[src/rtl/eda_neigh_stack_if.sv]
// Push-side handshake between the window comparator and the neighbour stack.
// The comparator drives the mask and centre address; the stack answers with push_ready.
interface eda_neigh_stack_if #(
  parameter int WINDOW_WIDTH = 9,
  parameter int ADDR_WIDTH   = 6
);
  logic                    push_valid;
  logic                    push_ready;
  logic [WINDOW_WIDTH-2:0] push_positions;
  logic [ADDR_WIDTH-1:0]   center_addr;

  modport master (
    output push_valid,
    output push_positions,
    output center_addr,
    input  push_ready
  );

  modport slave (
    input  push_valid,
    input  push_positions,
    input  center_addr,
    output push_ready
  );
endinterface

[src/rtl/eda_neigh_stack.sv]
// Serialises a 3x3 neighbour push mask into linear addresses, one per cycle,
// and holds them on a LIFO that the flood-fill controller pops.
`ifndef CFG_M
  `define CFG_M 8
`endif
`ifndef CFG_N
  `define CFG_N 8
`endif
`ifndef CFG_WINDOW_WIDTH
  `define CFG_WINDOW_WIDTH 9
`endif
`ifndef CFG_ADDR_WIDTH
  `define CFG_ADDR_WIDTH ($clog2(M * N))
`endif

module eda_neigh_stack #(
  parameter int M            = `CFG_M,
  parameter int N            = `CFG_N,
  parameter int WINDOW_WIDTH = `CFG_WINDOW_WIDTH,
  parameter int ADDR_WIDTH   = `CFG_ADDR_WIDTH,
  parameter int DEPTH        = 16,
  parameter int CNT_WIDTH    = $clog2(DEPTH + 1)
) (
  input  logic                  clk,
  input  logic                  reset,
  input  logic                  clear,
  eda_neigh_stack_if.slave      push_if,
  input  logic                  pop,
  output logic [ADDR_WIDTH-1:0] top_addr,
  output logic                  empty,
  output logic                  full,
  output logic [CNT_WIDTH-1:0]  count,
  output logic                  busy,
  output logic                  overflow
);

  localparam int MASK_WIDTH = WINDOW_WIDTH - 1;
  localparam int IDX_WIDTH  = (DEPTH > 1) ? $clog2(DEPTH) : 1;

  localparam logic [0:0] IDLE = 1'b0;
  localparam logic [0:0] PUSH = 1'b1;

  logic [0:0]            state;
  logic [MASK_WIDTH-1:0] mask_q;
  logic [MASK_WIDTH-1:0] mask_next;
  logic [ADDR_WIDTH-1:0] center_q;
  logic [CNT_WIDTH-1:0]  sp;
  logic [ADDR_WIDTH-1:0] stack_mem [DEPTH];

  logic [2:0]            sel;
  logic [ADDR_WIDTH-1:0] offset;
  logic [ADDR_WIDTH-1:0] neigh_addr;
  logic                  wr_en;
  logic                  pop_en;
  logic                  at_full;
  logic                  store;
  logic [IDX_WIDTH-1:0]  top_idx;
  logic [IDX_WIDTH-1:0]  wr_idx;

  // Lowest set bit wins, so neighbours go out in ascending bit order.
  always_comb begin
    sel = '0;
    for (int k = MASK_WIDTH - 1; k >= 0; k--) begin
      if (mask_q[k]) sel = 3'(k);
    end
  end

  // Offsets wrap modulo 2^ADDR_WIDTH; upstream already masked out-of-image neighbours.
  always_comb begin
    offset = '0;
    case (sel)
      3'd0:    offset = ADDR_WIDTH'(-N - 1);
      3'd1:    offset = ADDR_WIDTH'(-N);
      3'd2:    offset = ADDR_WIDTH'(-N + 1);
      3'd3:    offset = ADDR_WIDTH'(-1);
      3'd4:    offset = ADDR_WIDTH'(1);
      3'd5:    offset = ADDR_WIDTH'(N - 1);
      3'd6:    offset = ADDR_WIDTH'(N);
      default: offset = ADDR_WIDTH'(N + 1);
    endcase
  end

  assign neigh_addr = center_q + offset;
  assign mask_next  = mask_q & (mask_q - MASK_WIDTH'(1));

  assign wr_en   = (state == PUSH);
  assign pop_en  = pop && (sp != '0);
  assign at_full = (sp == CNT_WIDTH'(DEPTH));
  // A simultaneous pop frees the top slot, so the write lands there even when full.
  assign store   = wr_en && (pop_en || !at_full);
  assign top_idx = IDX_WIDTH'(sp - CNT_WIDTH'(1));
  assign wr_idx  = pop_en ? top_idx : IDX_WIDTH'(sp);

  always_ff @(posedge clk) begin
    if (store && !clear) stack_mem[wr_idx] <= neigh_addr;
  end

  // Control path; clear outranks every other activity in the same cycle.
  always_ff @(posedge clk or posedge reset) begin
    if (reset) begin
      state    <= IDLE;
      mask_q   <= '0;
      center_q <= '0;
      sp       <= '0;
      overflow <= 1'b0;
    end else if (clear) begin
      state    <= IDLE;
      mask_q   <= '0;
      center_q <= '0;
      sp       <= '0;
      overflow <= 1'b0;
    end else begin
      if (state == IDLE) begin
        if (push_if.push_valid) begin
          mask_q   <= push_if.push_positions;
          center_q <= push_if.center_addr;
          if (push_if.push_positions != '0) state <= PUSH;
        end
      end else begin
        mask_q <= mask_next;
        if (mask_next == '0) state <= IDLE;
      end

      if (wr_en && !pop_en && !at_full) begin
        sp <= sp + CNT_WIDTH'(1);
      end else if (!wr_en && pop_en) begin
        sp <= sp - CNT_WIDTH'(1);
      end

      if (wr_en && !pop_en && at_full) overflow <= 1'b1;
    end
  end

  assign push_if.push_ready = (state == IDLE);
  assign busy     = (state == PUSH);
  assign count    = sp;
  assign empty    = (sp == '0);
  assign full     = at_full;
  assign top_addr = empty ? '0 : stack_mem[top_idx];

endmodule

[src/flat_wrapper.sv]
// flat-port wrapper written by rule: the top's interface ports become plain ports
module eda_neigh_stack_flat 
#(
  parameter int M            = `CFG_M,
  parameter int N            = `CFG_N,
  parameter int WINDOW_WIDTH = `CFG_WINDOW_WIDTH,
  parameter int ADDR_WIDTH   = `CFG_ADDR_WIDTH,
  parameter int DEPTH        = 16,
  parameter int CNT_WIDTH    = $clog2(DEPTH + 1)
)
  (clk, reset, clear, pop, top_addr, empty, full, count, busy, overflow, push_if_push_valid, push_if_push_positions, push_if_center_addr, push_if_push_ready);
  eda_neigh_stack_if #(.WINDOW_WIDTH(WINDOW_WIDTH), .ADDR_WIDTH(ADDR_WIDTH)) push_if_i ();
  input  logic clk;
  input  logic reset;
  input  logic clear;
  input  logic pop;
  output logic [ADDR_WIDTH-1:0] top_addr;
  output logic empty;
  output logic full;
  output logic [CNT_WIDTH-1:0] count;
  output logic busy;
  output logic overflow;
  input wire logic [$bits(push_if_i.push_valid)-1:0] push_if_push_valid;
  input wire logic [$bits(push_if_i.push_positions)-1:0] push_if_push_positions;
  input wire logic [$bits(push_if_i.center_addr)-1:0] push_if_center_addr;
  output wire logic [$bits(push_if_i.push_ready)-1:0] push_if_push_ready;
  assign push_if_i.push_valid = push_if_push_valid;
  assign push_if_i.push_positions = push_if_push_positions;
  assign push_if_i.center_addr = push_if_center_addr;
  assign push_if_push_ready = push_if_i.push_ready;
  eda_neigh_stack #(.M(M), .N(N), .WINDOW_WIDTH(WINDOW_WIDTH), .ADDR_WIDTH(ADDR_WIDTH), .DEPTH(DEPTH), .CNT_WIDTH(CNT_WIDTH)) u_core (.clk(clk), .reset(reset), .clear(clear), .push_if(push_if_i), .pop(pop), .top_addr(top_addr), .empty(empty), .full(full), .count(count), .busy(busy), .overflow(overflow));
endmodule
[config.mk]
export PLATFORM = sky130hd
export DESIGN_NAME = eda_neigh_stack_flat
export DESIGN_NICKNAME = d
export VERILOG_FILES = /design/src/rtl/eda_neigh_stack_if.sv /design/src/rtl/eda_neigh_stack.sv /design/src/flat_wrapper.sv
export SDC_FILE = /design/constraint.sdc
export NUM_CORES = 1
export LEC_CHECK = 0
export CORE_UTILIZATION = 55
export CTS_CLUSTER_DIAMETER = 100
export CTS_CLUSTER_SIZE = 25
export DETAILED_ROUTE_END_ITERATION = 8
export PLACE_DENSITY = 0.76
export SLEW_MARGIN = 20
export SYNTH_ARGS = -nofsm -noshare
export SYNTH_HDL_FRONTEND = slang
export SYNTH_SLANG_ARGS = --single-unit
[constraint.sdc]
create_clock -name clk -period 4.5 [get_ports clk]
set_clock_uncertainty 0.2 [all_clocks]
set_input_delay 0.675 -clock clk [delete_from_list [all_inputs] [get_ports clk]]
set_output_delay 0.675 -clock clk [all_outputs]
set_load 0.005 [all_outputs]
==> impl_metrics.env <==
export IMPL_port_buffers=34
export IMPL_ys_ff_latch=117
export IMPL_crit_type="register to output port"
export IMPL_synth_area_sq_um=5461
export IMPL_start_util_pct=56.40
export IMPL_synth_fp_nets=410
export IMPL_num_vias=3376
export IMPL_syn_to_final_growth_pct=18.63
export IMPL_wl_per_cell_microns=19.81
export IMPL_fmax_mhz=232.7
export IMPL_drive_gt1_share_pct=18.85
export IMPL_grt_total_usage_pct=24.21
export IMPL_die_w_microns=101.7
export IMPL_drt_total_wl_mm=11.25
export IMPL_grt_ovfl_total=0
export IMPL_multi_input_area_sq_um=1884
export IMPL_crit_arrival_ns=3.42
export IMPL_ctsLongestPathBuffers=2
export IMPL_first_pass_iters=5
export IMPL_worstRegToRegCells=7
export IMPL_power_density_nw_per_um2=688.3
export IMPL_crit_fanout=17
export IMPL_r2r_start="u_core.mask_q[1]"
export IMPL_ant_nets=0
export IMPL_path_clk_slew_ns=0.06
export IMPL_cts_sinks=117
export IMPL_maxCapViolCount=0
export IMPL_ff2ff_setup_slack_ns=0.98
export IMPL_design_core_area_sq_um=9684
export IMPL_worst_slew_pin_slew_ns=0.8869
export IMPL_dpl_hpwl_mm=7.408
export IMPL_gp_congestion=0.7709
export IMPL_setup_violations=0
export IMPL_synthesis_instances=383
export IMPL_status="finished clean"
export IMPL_io_pins=35
export IMPL_synth_avg_cell_area_sq_um=14.26
export IMPL_antenna_found_initial=0
export IMPL_grt_max_degree=35
export IMPL_fin_crit_sh_pct=95.48
export IMPL_nets=449
export IMPL_die_h_microns=101.7
export IMPL_grt_pass1_wl_mm=17.79
export IMPL_relSlewSlack_pct=40.67
export IMPL_cts_hold_fix_buffers=0
export IMPL_num_rows=36
export IMPL_holdPathEnd="u_core.overflow"
export IMPL_required_ns=3.62
export IMPL_hold_path_startpoint="u_core.overflow"
export IMPL_cp_start_kind="register"
export IMPL_grt_pass1_vias=3377
export IMPL_yosys_area_top_type="edfxtp_1"
export IMPL_synth_edf_count=96
export IMPL_min_path_cells=2
export IMPL_rsz0062_at_grt="false"
export IMPL_die_area_sq_um=10330
export IMPL_synthFlopType="edfxtp_1"
export IMPL_post_cts_setup_buffers=0
export IMPL_yosysWarnings=0
export IMPL_antenna_cells=0
export IMPL_drcViolationCount=0
export IMPL_synth_top_area_share_pct=52.78
export IMPL_ys_seq_area_share_pct=62.41
export IMPL_fillers=687
export IMPL_async_flop_share_pct=17.95
export IMPL_register_area_sq_um=3410
export IMPL_numCtsBuffers=17
export IMPL_insertion_delay_ns=0.52
export IMPL_crit_path_end_kind="output port"
export IMPL_hold_viol_final=0
export IMPL_slew_violations=0
export IMPL_ir_drop_mv=0.3533
export IMPL_finalCriticalPeriod_ns=4.297
export IMPL_leakagePower_nw=2.219
export IMPL_tns_ns=0
export IMPL_vias_per_cell=5.944
export IMPL_root_buffer="clkbuf_8"
export IMPL_placed_cells=536
export IMPL_ys_types=63
export IMPL_reg2reg_to="u_core.stack_mem[12][3]"
export IMPL_yosys_top_cells_area="edfxtp_1, mux4_2, dfrtp_1"
export IMPL_final_cells=568
export IMPL_htreeDepth=4
export IMPL_drt_initial_drc_count=183
export IMPL_cts_tree="yes"
export IMPL_holdCritPathClass="register to register"
## cell type report
| class | instances | area share (%) |
|---|---|---|
| Sequential cell | 117 | 52.63 |
| Inverter | 18 | 1.081 |
| Clock buffer | 17 | 6.392 |
| Clock inverter | 15 | 2.066 |
| Timing Repair Buffer | 42 | 6.180 |
| Multi-Input combinational cell | 226 | 29.08 |
| Tap cell | 133 | 2.569 |
## what timing repair did
item,4_1_cts,5_1_grt
resized for setup,0,1
hold endpoints to repair,0,0
setup endpoints to repair,0,6
## cells by family (layout without fill, tap and decap cells)
| group | Yosys count | after routing | share of synthesized area (%) |
|---|---|---|---|
| AND/OR/NAND/NOR | 101 | 101 | 9.164 |
| XOR/XNOR | 12 | 12 | 2.200 |
| AO/OA/AOI/OAI | 70 | 70 | 8.866 |
| flip-flops | 117 | 117 | 62.41 |
| multiplexers | 33 | 33 | 11.57 |
| adder cells (fa/ha/maj) | 10 | 10 | 2.360 |
| buffers and inverters | 40 | 92 | 3.436 |
## power by group
| part | switching (mW) | total, mW | internal, mW |
|---|---|---|---|
| clock network | 0.491 | 1.22 | 0.731 |
| registers | 0.0684 | 1.38 | 1.31 |
| logic | 0.987 | 1.86 | 0.869 |
## metal layers
| metal | track usage (%) | vias up | wire, microns | part of all wire (%) |
|---|---|---|---|---|
| met1 | 31.18 | 1680 | 4647 | 41 |
| met4 | 12.49 | 0 | 208 | 1.8 |
| met2 | 39.76 | 116 | 5884 | 52 |
| met3 | 4.141 | 21 | 513 | 4.6 |
| met5 | 0 | - | 0 | 0 |
| li1 | - | 1559 | - | - |
## how the worst max path moves through the flow
stage	depth (start not counted)	to	from	slack, ns
CTS	7	top_addr[3]	u_core.count[0]	0.11
detailed placement	7	top_addr[3]	u_core.count[0]	0.67
global route	7	top_addr[1]	u_core.count[1]	0.007
global placement	7	top_addr[3]	u_core.count[0]	0.73
floorplan	12	u_core.stack_mem[0][4]	u_core.mask_q[2]	1.16
finish	7	top_addr[3]	u_core.count[1]	0.20
## flip-flops by register name, summed over array words and instances (netlist names)
register	count
u_core.mask_q	8
u_core.count	5
u_core.busy	1
u_core.center_q	6
u_core.stack_mem	96
u_core.overflow	1
## Yosys cell counts (7+ instances only)
master	number
xnor2_1	7
nor2_1	35
inv_1	16
a211oi_1	14
mux4_2	24
dfrtp_1	21
ha_1	7
clkbuf_1	12
o21ai_0	8
nand2_1	24
edfxtp_1	96
a21oi_1	17
mux2i_1	8
nor3_1	10
## worst max-delay path, stage by stage (launching register included)
cell	delay, ns
dfrtp_1	0.51
inv_1	0.14
ha_1	0.74
buf_4	0.31
mux4_2	0.34
a211oi_1	0.25
a211oi_1	0.09
clkdlybuf4s50_1	0.51
## cells in the final DEF (no fill, tap or decap), types with 7 or more instances in the layout
master | synthesis | final
clkdlybuf4s50_1 | 0 | 34
a21oi_1 | 17 | 17
inv_1 | 16 | 16
buf_4 | 2 | 8
edfxtp_1 | 96 | 96
nor3_1 | 10 | 10
dfrtp_1 | 21 | 20
nor2_1 | 35 | 35
a211oi_1 | 14 | 14
o21ai_0 | 8 | 8
mux2i_1 | 8 | 8
xnor2_1 | 7 | 7
nand2_1 | 24 | 24
clkbuf_16 | 0 | 16
mux4_2 | 24 | 24
ha_1 | 7 | 7
## per-stage QoR
stage	hold slack (ns)	setup WS [ns]	util, %	cell area, sq um	total power [mW]
floorplan	0.2860	1.160	-	5461	2.635
global placement	0.2827	0.7285	61.05	5912	3.192
detailed placement	0.3036	0.6728	61.05	5912	3.232
CTS	0.3244	0.1148	66.71	6460	4.468
global route	0.3609	0.006808	66.90	6479	4.687
finish	0.3112	0.2032	66.90	6479	4.459
Power figures use the tool's default switching activity.
